--- src/rtl/image_blit.sv ---
// Scaled sprite blit from a synchronous source ROM into a frame buffer.
// Optional colour-key transparency is compiled in with IMAGE_BLIT_KEY_EN.
module image_blit #(
  parameter int         SRC_W = 64,
  parameter int         SRC_H = 64,
  parameter int         DST_W = 640,
  parameter int         DST_H = 480,
  parameter int         PIX_W = 8,
  parameter logic [7:0] KEY   = 8'h00
) (
  input  logic                             clk,
  input  logic                             rst_n,
  input  logic                             start,
  input  logic [$clog2(DST_W)-1:0]         x0,
  input  logic [$clog2(DST_H)-1:0]         y0,
  input  logic [2:0]                       scale,
  output logic [$clog2(SRC_W*SRC_H)-1:0]   s_addr,
  input  logic [PIX_W-1:0]                 s_dout,
  output logic                             we,
  output logic [$clog2(DST_W*DST_H)-1:0]   addr,
  output logic [PIX_W-1:0]                 dout,
  output logic                             busy,
  output logic                             done
);

  localparam int SAW = $clog2(SRC_W*SRC_H);
  localparam int DAW = $clog2(DST_W*DST_H);
  localparam int SXW = $clog2(SRC_W);
  localparam int SYW = $clog2(SRC_H);
  localparam int CXW = $clog2(DST_W + 8*SRC_W);
  localparam int CYW = $clog2(DST_H + 8*SRC_H);
`ifdef IMAGE_BLIT_KEY_EN
  localparam bit KEY_EN = 1'b1;
`else
  localparam bit KEY_EN = 1'b0;
`endif

  typedef enum logic [1:0] {IDLE, RUN, DRAIN} state_t;

  state_t         state_q;
  logic [2:0]     scl_q, rx_q, ry_q;
  logic [SXW-1:0] sx_q;
  logic [SYW-1:0] sy_q;
  logic [CXW-1:0] x0_q, cx_q;
  logic [CYW-1:0] cy_q;
  logic [SAW-1:0] s_addr_q, srow_q;
  logic [DAW-1:0] daddr_q, drow_q, addr_q;
  logic           wv_q, slot_q, busy_q, done_q;

  logic           x_last, y_last;
  logic [DAW-1:0] start_addr_d;

  assign x_last = (sx_q == SXW'(SRC_W-1)) && (rx_q == scl_q - 3'd1);
  assign y_last = (sy_q == SYW'(SRC_H-1)) && (ry_q == scl_q - 3'd1);
  // The only multiply happens once, when the blit is armed.
  assign start_addr_d = DAW'(y0) * DAW'(DST_W) + DAW'(x0);

  always_ff @(posedge clk or negedge rst_n) begin
    if (!rst_n) begin
      state_q  <= IDLE;
      scl_q    <= '0;
      rx_q     <= '0;
      ry_q     <= '0;
      sx_q     <= '0;
      sy_q     <= '0;
      x0_q     <= '0;
      cx_q     <= '0;
      cy_q     <= '0;
      s_addr_q <= '0;
      srow_q   <= '0;
      daddr_q  <= '0;
      drow_q   <= '0;
      addr_q   <= '0;
      wv_q     <= 1'b0;
      slot_q   <= 1'b0;
      busy_q   <= 1'b0;
      done_q   <= 1'b0;
    end else begin
      done_q <= 1'b0;
      slot_q <= 1'b0;
      wv_q   <= 1'b0;
      case (state_q)
        IDLE: begin
          if (start) begin
            state_q  <= RUN;
            busy_q   <= 1'b1;
            scl_q    <= (scale == 3'd0) ? 3'd1 : scale;
            x0_q     <= CXW'(x0);
            cx_q     <= CXW'(x0);
            cy_q     <= CYW'(y0);
            rx_q     <= '0;
            ry_q     <= '0;
            sx_q     <= '0;
            sy_q     <= '0;
            s_addr_q <= '0;
            srow_q   <= '0;
            daddr_q  <= start_addr_d;
            drow_q   <= start_addr_d;
          end
        end
        RUN: begin
          slot_q <= 1'b1;
          addr_q <= daddr_q;
          wv_q   <= (cx_q < CXW'(DST_W)) && (cy_q < CYW'(DST_H));
          if (x_last && y_last) begin
            state_q <= DRAIN;
          end else if (x_last) begin
            cx_q    <= x0_q;
            cy_q    <= cy_q + CYW'(1);
            sx_q    <= '0;
            rx_q    <= '0;
            drow_q  <= drow_q + DAW'(DST_W);
            daddr_q <= drow_q + DAW'(DST_W);
            // Repeat the same source row until scale destination rows are done.
            if (ry_q == scl_q - 3'd1) begin
              ry_q     <= '0;
              sy_q     <= sy_q + SYW'(1);
              srow_q   <= srow_q + SAW'(SRC_W);
              s_addr_q <= srow_q + SAW'(SRC_W);
            end else begin
              ry_q     <= ry_q + 3'd1;
              s_addr_q <= srow_q;
            end
          end else begin
            cx_q    <= cx_q + CXW'(1);
            daddr_q <= daddr_q + DAW'(1);
            if (rx_q == scl_q - 3'd1) begin
              rx_q     <= '0;
              sx_q     <= sx_q + SXW'(1);
              s_addr_q <= s_addr_q + SAW'(1);
            end else begin
              rx_q <= rx_q + 3'd1;
            end
          end
        end
        DRAIN: begin
          state_q <= IDLE;
          busy_q  <= 1'b0;
          done_q  <= 1'b1;
        end
        default: state_q <= IDLE;
      endcase
    end
  end

  // ROM data lands in the write slot itself, so the key test and data path are combinational.
  assign we     = wv_q && !(KEY_EN && (s_dout == PIX_W'(KEY)));
  assign dout   = slot_q ? s_dout : '0;
  assign addr   = addr_q;
  assign s_addr = s_addr_q;
  assign busy   = busy_q;
  assign done   = done_q;

endmodule

--- config.mk ---
export PLATFORM = sky130hd
export DESIGN_NAME = image_blit
export DESIGN_NICKNAME = d
export VERILOG_FILES = /design/src/rtl/image_blit.sv
export SDC_FILE = /design/constraint.sdc
export NUM_CORES = 1
export LEC_CHECK = 0
export ABC_AREA = 0
export CORE_MARGIN = 1.5
export CORE_UTILIZATION = 45
export CTS_CLUSTER_SIZE = 40
export DETAILED_ROUTE_END_ITERATION = 6
export PLACE_DENSITY = 0.73
export SKIP_LAST_GASP = 1
export SLEW_MARGIN = 20
export SYNTH_ARGS = -nofsm -noshare
export SYNTH_HDL_FRONTEND = slang
export SYNTH_SLANG_ARGS = --single-unit
--- constraint.sdc ---
create_clock -name clk -period 3.1 [get_ports clk]
set_input_delay 0.62 -clock clk [delete_from_list [all_inputs] [get_ports clk]]
set_output_delay 0.62 -clock clk [all_outputs]
set_load 0.1 [all_outputs]
==> summary.txt, run 1 <==
Root Buffer - clkbuf_16
Remaining DRCs - 0
CTS Buf Count - 17
Final ANT Viol Nets - 0
Clk Latency, worst-skew pair - 0.43 ns
syn nets - 983
initial antenna violation count - 0
clk slew on worst S/H paths - 0.06 ns
cell mode on critical path - ha_1
Synth Flop Type - dfrtp_1
post-synth top area cell - dfrtp_1
Syn-to-layout area delta - 26.4%
Post-Synth XOR/XNOR Area - 0.0566
post-synthesis adder-cell area fraction - 0.0495
RePlAce Congestion - 0.882
area of the core - 17,200 µm²
Final setup viols - 0
DIE HEIGHT - 135 µm
area of the multi-input gates - 4360 µm²
Mapped Cells - 920
worst ir drop on vdd - 0.000704 V
Crit Path Category - primary input to flip-flop
Max stage delay cell, worst path - clkdlybuf4s50_1
worst-path cell chain - clkdlybuf4s50_1, ha_1, ha_1, a211o_1, buf_4, and2_1, or2_2, nor4b_2, mux2i_1, a31oi_1
IO Count - 75
Setup WS post-layout - 0.0964 ns
Syn Area/Cell - 8.58 µm²
Synth Warn # - 0
Antenna Cells - 0
layout cell share with drive strength beyond 1 - 0.166
Reg area - 3330 µm²
mux share of post-synthesis cell area - 0.00254
vias in the first global route - 7,043
FF-to-FF path depth - 9
DIE WIDTH - 135 µm
CTS sink count - 133
Initial Util - 0.458
Max Cap Viol - 0
Hold Violations, Final - 0
share of the synthesized area in the top cell type - 0.422
CP bufs+invs - 2
Worst EP required - 3.40 ns
drt total wl - 21.9 mm
Worst Tran Pin Value - 0.687 ns
Remaining Overflow, GRT - 0
number of synthesized flops with an enable pin - 0
HPWL after DPL - 15.3 mm
FFs w/ async S/R, synth - 1.00
CP top delay family - simple AND/OR/NAND/NOR gates
synth top area cells - dfrtp_1 42%, nand2_1 8.2%, ha_1 4.4%
Cell Area, Synth - 7890 µm²
fin. max-slew vios - 0
Nets - 1,105
post-CTS setup buffer count - 0
largest net degree at the start of global routing - 65
crit path max fanout - 5
Clock Skews - 0.0110 ns
Synth Area in Simple Gates - 0.234
Cell variety after synth - 70
Critical Path Stages - 10
outcome - completed
clock tree buffer depth - 2
initial drt markers - 662
worst hold margin - 0.174 ns
DR pass1 iterations - 5
Vias - 7,456
first-pass GRT wire length - 36.0 mm
LEAKAGE - 4.55 nW
pwr dens - 950 nW/µm²
DP Worst Slack - -0.441 ns
fmax - 333 MHz
largest family of logic cells by synthesized area - simple AND/OR/NAND/NOR gates
Seq/Total Area, Yosys - 0.422
Worst EP arrival - 3.30 ns
max_slew headroom - 0.542
Crit. End Element - flip-flop
IO Port Bufs - 74
unrepaired setup endpoints after global routing - yes
CP Launch Type - primary input
Final Cycle Share - 0.969
Hold Path Class - primary input to async pin
Hold Buf Count CTS - 0
Filler cells - 1,486
Total GRT Usage - 0.250
total power - 9.48 mW
Crit path largest cell delay - 0.51 ns
synthesized flop and latch total - 133
H-tree depth - 4
Final min period - 3.00 ns
CTS tree - done
full die area - 18,300 µm²
row cnt - 48
Avg WL per Cell - 17.1 µm
DR vias/cell - 5.83
Synth Area in Compound Gates - 0.201
Final Core Density - 0.579
## final cells by class
class / instances / area share
repair buffers: 150 / 0.127
multi-input cells: 719 / 0.437
inverters: 21 / 0.00790
flip-flops and latches: 133 / 0.334
well taps: 225 / 0.0282
clock inverters: 11 / 0.0197
clock buffers: 21 / 0.0461
## worst paths after layout
check / from / to / slack [ns]
setup / recovery: y0[4] / drow_q[17] / 0.1
hold / removal: rst_n / addr[3] / 0.17
setup reg to reg: scl_q[0] / sy_q[1] / 0.18
hold reg to reg: x0_q[0] / x0_q[0] / 0.47
max in group asynchronous: rst_n / addr[6] / 2.23
min in group clk: x0_q[0] / x0_q[0] / 0.47
## flip-flops by register name (all words and copies together), names as in the netlist, 3 cells and up
register / cells
addr: 19
cx_q: 11
cy_q: 10
daddr_q: 19
drow_q: 19
rx_q: 3
ry_q: 3
s_addr: 12
scl_q: 3
srow_q: 6
sx_q: 6
sy_q: 6
x0_q: 10
## power breakdown
part / switching (mW) / total [mW] / leakage [nW] / internal (mW)
registers: 0.713 / 3.09 / 1.64 / 2.38
logic: 2.75 / 4.14 / 2.59 / 1.38
clock network: 0.775 / 2.25 / 0.314 / 1.47
## cells by family after synthesis
family / Yosys count
xor+xnor: 46
fa+ha+maj: 30
compound gates: 239
simple gates: 402
buf+inv: 68
flops: 133
mux: 2
## metal layers
| layer | GRT usage | wire length, µm | vias up |
|---|---|---|---|
| li1 | - | - | 3548 |
| met1 | 0.353 | 10100 | 3557 |
| met2 | 0.380 | 9810 | 307 |
| met3 | 0.0542 | 1490 | 44 |
| met4 | 0.0896 | 487 | 0 |
| met5 | 0 | 0 | - |
## what timing repair did
item / CTS / global route
pin swaps: 0 / 1
setup endpoints to repair: 1 / 11
endpoints found under the hold margin: 0 / 0
cloned: 0 / 0
resized for setup: 1 / 10
## synth_stat cells, types with 14 or more instances
cell	number
nand2_1	172
dfrtp_1	133
nor2_1	83
a21oi_1	60
o21ai_0	53
nand3_1	46
clkbuf_1	30
ha_1	28
xnor2_1	24
inv_1	20
xor2_1	19
a31oi_1	18
nor3_1	16
and2_1	15
and3_1	14
## metrics by stage
step	cell area [µm²]	TNS (ns)	std cells
5_1_grt	9980	-0.150	1280
3_3_place_gp	9270	-4.28	1248
2_1_floorplan	7890	0	920
3_5_place_dp	9270	-4.97	1248
4_1_cts	9930	0	1280
6_report	9980	0	1280
## cells in the final DEF, fill, tap and decap left out, drive strengths merged, types with 4 or more instances in the layout
cell	n
a211oi	9
inv	22
a41oi	5
or3	9
nand3	46
xor2	19
and2	15
clkdlybuf4s50	31
xnor2	24
o21ai	56
nand4	8
a21oi	61
nor4	7
ha	28
and3	14
o21a	12
nor2b	8
o211ai	8
a311oi	7
or4	6
buf	119
dfrtp	133
nor3b	4
a21o	9
o31ai	7
nand2	172
a31oi	18
o22ai	6
clkbuf	21
bufinv	5
o311ai	8
nor3	17
nor2	84
(Power assumes the default switching activity.)
==> run 2: changes to the inputs <==
Settings changed: CORE_UTILIZATION 45 to 50, CTS_CLUSTER_SIZE 40 to unset, PLACE_DENSITY 0.73 to 0.79.
Clock period 3.1 ns to 2.85 ns, I/O delays scaled along.
==> summary.txt, run 2 (synthesis gave the netlist of run 1 again) <==
area of the core - 15,300 µm² (was 17,200 µm²)
Reg area - 3330 µm² (about the same)
Clock Skews - 0.00870 ns (was 0.0110 ns)
pwr dens - 1040 nW/µm² (was 950 nW/µm²)
Root Buffer - clkbuf_16 (unchanged)
Worst Tran Pin Value - 0.741 ns (was 0.687 ns)
Filler cells - 1,198 (was 1,486)
most frequent cells in the layout - 170 x nand2_1, 132 x dfrtp_1, 111 x buf_4 (was 172 x nand2_1, 133 x dfrtp_1, 113 x buf_4)
max_slew headroom - 0.506 (was 0.542)
Syn-to-layout area delta - 30.8% (was 26.4%)
Initial Util - 0.515 (was 0.458)
Crit Path Category - primary input to flip-flop (unchanged)
Clk Latency, worst-skew pair - 0.42 ns (was 0.43 ns)
Worst EP required - 3.16 ns (was 3.40 ns)
Final Core Density - 0.674 (was 0.579)
Hold Path Class - primary input to async pin (unchanged)
Antenna Cells - 0 (unchanged)
crit path max fanout - 5 (unchanged)
Int Pwr - 6.03 mW (was 5.24 mW)
IO Count - 75 (unchanged)
vias in the first global route - 7,311 (was 7,043)
LEAKAGE - 4.66 nW (was 4.55 nW)
Hold Violations, Final - 0 (unchanged)
outcome - completed (unchanged)
H-tree depth - 4 (unchanged)
DIE HEIGHT - 129 µm (was 135 µm)
full die area - 16,600 µm² (was 18,300 µm²)
IO Port Bufs - 74 (unchanged)
HPWL after DPL - 15.0 mm (was 15.3 mm)
Sw Share - 0.437 (was 0.448)
largest net degree at the start of global routing - 71 (was 65)
Avg WL per Cell - 17.7 µm (was 17.1 µm)
Final ANT Viol Nets - 0 (unchanged)
most common cell after layout, fill and taps aside - nand2_1 (unchanged)
CTS Buf Count - 17 (unchanged)
first-pass GRT wire length - 36.4 mm (was 36.0 mm)
worst hold margin - 0.118 ns (was 0.174 ns)
CTS sink count - 133 (unchanged)
Final Cycle Share - 0.976
NetSw - 4.67 mW (was 4.24 mW)
layout cell share with drive strength beyond 1 - 0.192 (was 0.166)
Remaining Overflow, GRT - 0 (unchanged)
Clock Power Share - 0.251 (was 0.237)
worst ir drop on vdd - 0.000801 V (was 0.000704 V)
Final setup viols - 0 (unchanged)
DR pass1 iterations - 5 (unchanged)
Vias - 7,509 (was 7,456)
fmax - 359 MHz
Comb power frac - 0.437 (about the same)
Worst EP arrival - 3.09 ns (was 3.30 ns)
Reg power frac - 0.312 (was 0.326)
area of the multi-input gates - 4560 µm² (was 4360 µm²)
Max Cap Viol - 0 (unchanged)
CTS tree - done (unchanged)
Nets - 1,109 (was 1,105)
initial drt markers - 681 (was 662)
CP Launch Type - primary input (unchanged)
DIE WIDTH - 129 µm (was 135 µm)
DR vias/cell - 5.91 (was 5.83)
clock tree buffer depth - 2 (unchanged)
row cnt - 45 (was 48)
Crit. End Element - flip-flop (unchanged)
drt total wl - 22.5 mm (was 21.9 mm)
initial antenna violation count - 0 (unchanged)
clk slew on worst S/H paths - 0.06 ns (about the same)
Final min period - 2.78 ns
Total GRT Usage - 0.279 (was 0.250)
Remaining DRCs - 0 (unchanged)
RePlAce Congestion - 0.899 (was 0.882)
fin. max-slew vios - 0 (unchanged)
run 2: changes by cell type in the layout (fill, tap and decap cells not counted), sizes merged:
cell           before  now
clkinv              3    1
clkbuf             21   20
dlygate4sd2         0    4
clkdlybuf4s50      31   26
bufinv              5    8
dlymetal6s2s        0    1
buf               119  123
run 2: final timing paths:
kind / from / endpoint / slack [ns] / cells past startpoint
setup / recovery: y0[6] / drow_q[16] / 0.07 / 11
hold / removal: rst_n / cy_q[1] / 0.12 / 1
setup reg to reg: scl_q[0] / drow_q[12] / 0.09 / 9
hold reg to reg: x0_q[0] / x0_q[0] / 0.47 / 2
max in group asynchronous: rst_n / cx_q[7] / 1.93 / 2
min in group clk: x0_q[0] / x0_q[0] / 0.47 / 2
run 2: critical path, cell delays in order:
cell	delay [ns]
clkdlybuf4s50_1	0.45
ha_1	0.33
ha_4	0.26
buf_4	0.16
and3_1	0.18
or3_4	0.40
nand2_2	0.11
nor3b_2	0.05
buf_4	0.15
xnor2_1	0.13
a221oi_1	0.30
run 2: layer usage:
layer	share of wire	track usage	routed length (µm)
met1	0.44	0.373	9930
met2	0.47	0.449	10600
met3	0.068	0.0615	1530
met4	0.017	0.100	376
met5	0	0	0
run 2: cell type report:
class / instances / share of cell area
repair buffers: 154 / 0.133
flip-flops and latches: 133 / 0.322
inverters: 21 / 0.00763
clock buffers: 20 / 0.0433
multi-input cells: 719 / 0.442
well taps: 211 / 0.0256
clock inverters: 12 / 0.0264
run 2: power by group through the flow:
stage | clock [mW] | sequential (mW) | combinational, mW
2_1_floorplan | 0 | 4.41 | 2.11
3_3_place_gp | 0 | 3.31 | 4.37
3_5_place_dp | 0 | 3.34 | 4.45
4_1_cts | 2.71 | 3.33 | 4.55
5_1_grt | 2.78 | 3.45 | 5.04
6_report | 2.68 | 3.34 | 4.68
run 2: stage by stage:
| stage | setup slack [ns] | setup TNS, ns | instance area, µm² | instances | power (mW) |
|---|---|---|---|---|---|
| floorplan | 0.0156 | 0 | 7900 | 920 | 6.51 |
| global placement | -0.617 | -7.05 | 9310 | 1231 | 7.68 |
| detailed placement | -0.667 | -8.03 | 9310 | 1231 | 7.79 |
| CTS | 0.0403 | 0 | 10100 | 1264 | 10.6 |
| global route | -0.0118 | -0.0231 | 10300 | 1270 | 11.3 |
| finish | 0.0682 | 0 | 10300 | 1270 | 10.7 |
run 2: repair_timing:
action	CTS	global route
buffers inserted	1	6
resized for setup	20	27
hold buffers	0	0
pin swaps	9	20
setup endpoints to repair	15	21
==> run 3: changes to the inputs <==
Settings changed: CORE_UTILIZATION 50 to 55, PLACE_DENSITY 0.79 to 0.85.
==> summary.txt, run 3 (synthesis gave the netlist of run 1 again) <==
CP Launch Type - flip-flop (was primary input)
DR WL met2 - 10.8 mm (was 10.6 mm)
Max Cap Viol - 0 (unchanged)
clock tree buffer depth - 2 (unchanged)
fin. max-slew vios - 0 (unchanged)
DR vias/cell - 6.28 (was 5.91)
Final setup viols - 0 (unchanged)
Crit. End Element - flip-flop (unchanged)
IO Port Bufs - 74 (unchanged)
Hold Buf Count CTS - 0 (unchanged)
vias in the first global route - 7,341 (was 7,311)
Crit Path Category - flip-flop to flip-flop (was primary input to flip-flop)
Worst EP required - 3.20 ns (was 3.16 ns)
R2R Path End - sx_q[5] (was drow_q[12])
most common cell after layout, fill and taps aside - nand2_1 (unchanged)
highest metal used - met5 (was met4)
Worst Tran Pin Value - 0.817 ns (was 0.741 ns)
Hold Path Class - primary input to async pin (unchanged)
origin of the worst setup path - scl_q[0] (was y0[6])
reg2reg setup slack - 0.05 ns (was 0.09 ns)
H-tree depth - 4 (unchanged)
worst ir drop on vdd - 0.000708 V (was 0.000801 V)
Nets - 1,106 (was 1,109)
Hold Violations, Final - 0 (unchanged)
DIE WIDTH - 123 µm (was 129 µm)
final setup TNS - 0 ns (unchanged)
full die area - 15,100 µm² (was 16,600 µm²)
metal3 WL - 1.94 mm (was 1.53 mm)
LEAKAGE - 4.62 nW (was 4.66 nW)
CTS tree - done (unchanged)
first-pass GRT wire length - 36.6 mm (was 36.4 mm)
Root Buffer - clkbuf_16 (unchanged)
Final min period - 2.80 ns (was 2.78 ns)
Syn-to-layout area delta - 29.0% (was 30.8%)
initial drt markers - 899 (was 681)
Initial Util - 0.566 (was 0.515)
largest net degree at the start of global routing - 63 (was 71)
CTS sink count - 133 (unchanged)
DIE HEIGHT - 123 µm (was 129 µm)
fmax - 357 MHz (was 359 MHz)
Remaining Overflow, GRT - 0 (unchanged)
Avg WL per Cell - 18.5 µm (was 17.7 µm)
r2r startpoint - scl_q[0] (unchanged)
Remaining DRCs - 0 (unchanged)
CTS Buf Count - 17 (unchanged)
pwr dens - 1020 nW/µm² (was 1040 nW/µm²)
row cnt - 43 (was 45)
IO Count - 75 (unchanged)
crit path capture - sx_q[5] (was drow_q[16])
Final Cycle Share - 0.983 (was 0.976)
DR pass1 iterations - 6 (was 5)
initial antenna violation count - 2 (was 0)
FF-to-FF path depth - 8 (was 9)
total power - 10.4 mW (was 10.7 mW)
layout cell share with drive strength beyond 1 - 0.191 (was 0.192)
crit path max fanout - 5 (unchanged)
clk slew on worst S/H paths - 0.06 ns (about the same)
Total GRT Usage - 0.315 (was 0.279)
wire length on met1 - 9.43 mm (was 9.93 mm)
Final Core Density - 0.731 (was 0.674)
Vias - 7,760 (was 7,509)
Worst EP arrival - 3.16 ns (was 3.09 ns)
Clk Latency, worst-skew pair - 0.43 ns (was 0.42 ns)
most frequent cells in the layout - 170 x nand2_1, 132 x dfrtp_1, 105 x buf_4 (was 170 x nand2_1, 132 x dfrtp_1, 111 x buf_4)
max_slew headroom - 0.451 (was 0.506)
Final ANT Viol Nets - 0 (unchanged)
outcome - completed (unchanged)
Antenna Cells - 0 (unchanged)
RePlAce Congestion - 0.923 (was 0.899)
area of the core - 13,900 µm² (was 15,300 µm²)
Clock Skews - 0.00766 ns (was 0.00870 ns)
drt total wl - 22.9 mm (was 22.5 mm)
HPWL after DPL - 15.4 mm (was 15.0 mm)
run 3: cell count changes in the layout (fill, tap and decap cells not counted), sizes merged, moves of 2 or more:
cell          before  now
inv               22   24
buf              123  120
dlymetal6s2s       1    3
bufinv             8    3
clkinv             1    5
run 3: how the worst min path moves through the flow:
stage | endpoint | slack (ns)
floorplan | addr[0] | 0.27
global placement | x0_q[0] | 0.45
detailed placement | x0_q[0] | 0.46
CTS | we | 0.14
global route | ry_q[2] | 0.16
finish | we | 0.12
run 3: worst max-delay path, cell delays in order, from the launching register on:
cell	delay, ns
dfrtp_2	0.43
inv_1	0.10
ha_2	0.21
xor3_2	0.34
or3_4	0.45
o41ai_4	0.45
a21oi_2	0.15
or4_1	0.51
o21ai_0	0.08
run 3: metal layers:
| layer | vias up | GRT usage |
|---|---|---|
| met5 | - | 0 |
| met2 | 414 | 0.490 |
| met4 | 2 | 0.137 |
| li1 | 3559 | - |
| met1 | 3716 | 0.411 |
| met3 | 69 | 0.0878 |
run 3: final cells by class:
class,instances,area [µm²]
multi-input combinational,719,4540
fill,967,3750
sequential,133,3330
timing repair buffer,151,1390
clock buffer,19,453
tap,180,225
clock inverter,13,171
inverter,21,78.8
run 3: report_power, final:
group / internal (mW) / switching, mW
combinational: 1.60 / 3.10
clock: 1.43 / 0.888
sequential: 2.59 / 0.780
run 3: per-stage QoR:
stage | setup slack [ns] | area [µm²] | std cells | hold slack, ns
after floorplan | 0.0156 | 7900 | 920 | 0.274
after global placement | -0.600 | 9280 | 1198 | 0.450
after detailed placement | -0.661 | 9280 | 1198 | 0.456
after CTS | 0.00578 | 10000 | 1230 | 0.139
after global routing | -0.0284 | 10200 | 1236 | 0.162
final | 0.0480 | 10200 | 1236 | 0.117
run 3: timing repair:
item | 4_1_cts | 5_1_grt
endpoints found under the setup margin | 14 | 52
pin swaps | 7 | 12
gates cloned | 0 | 0
gates resized for setup | 25 | 23
buffers inserted | 0 | 6
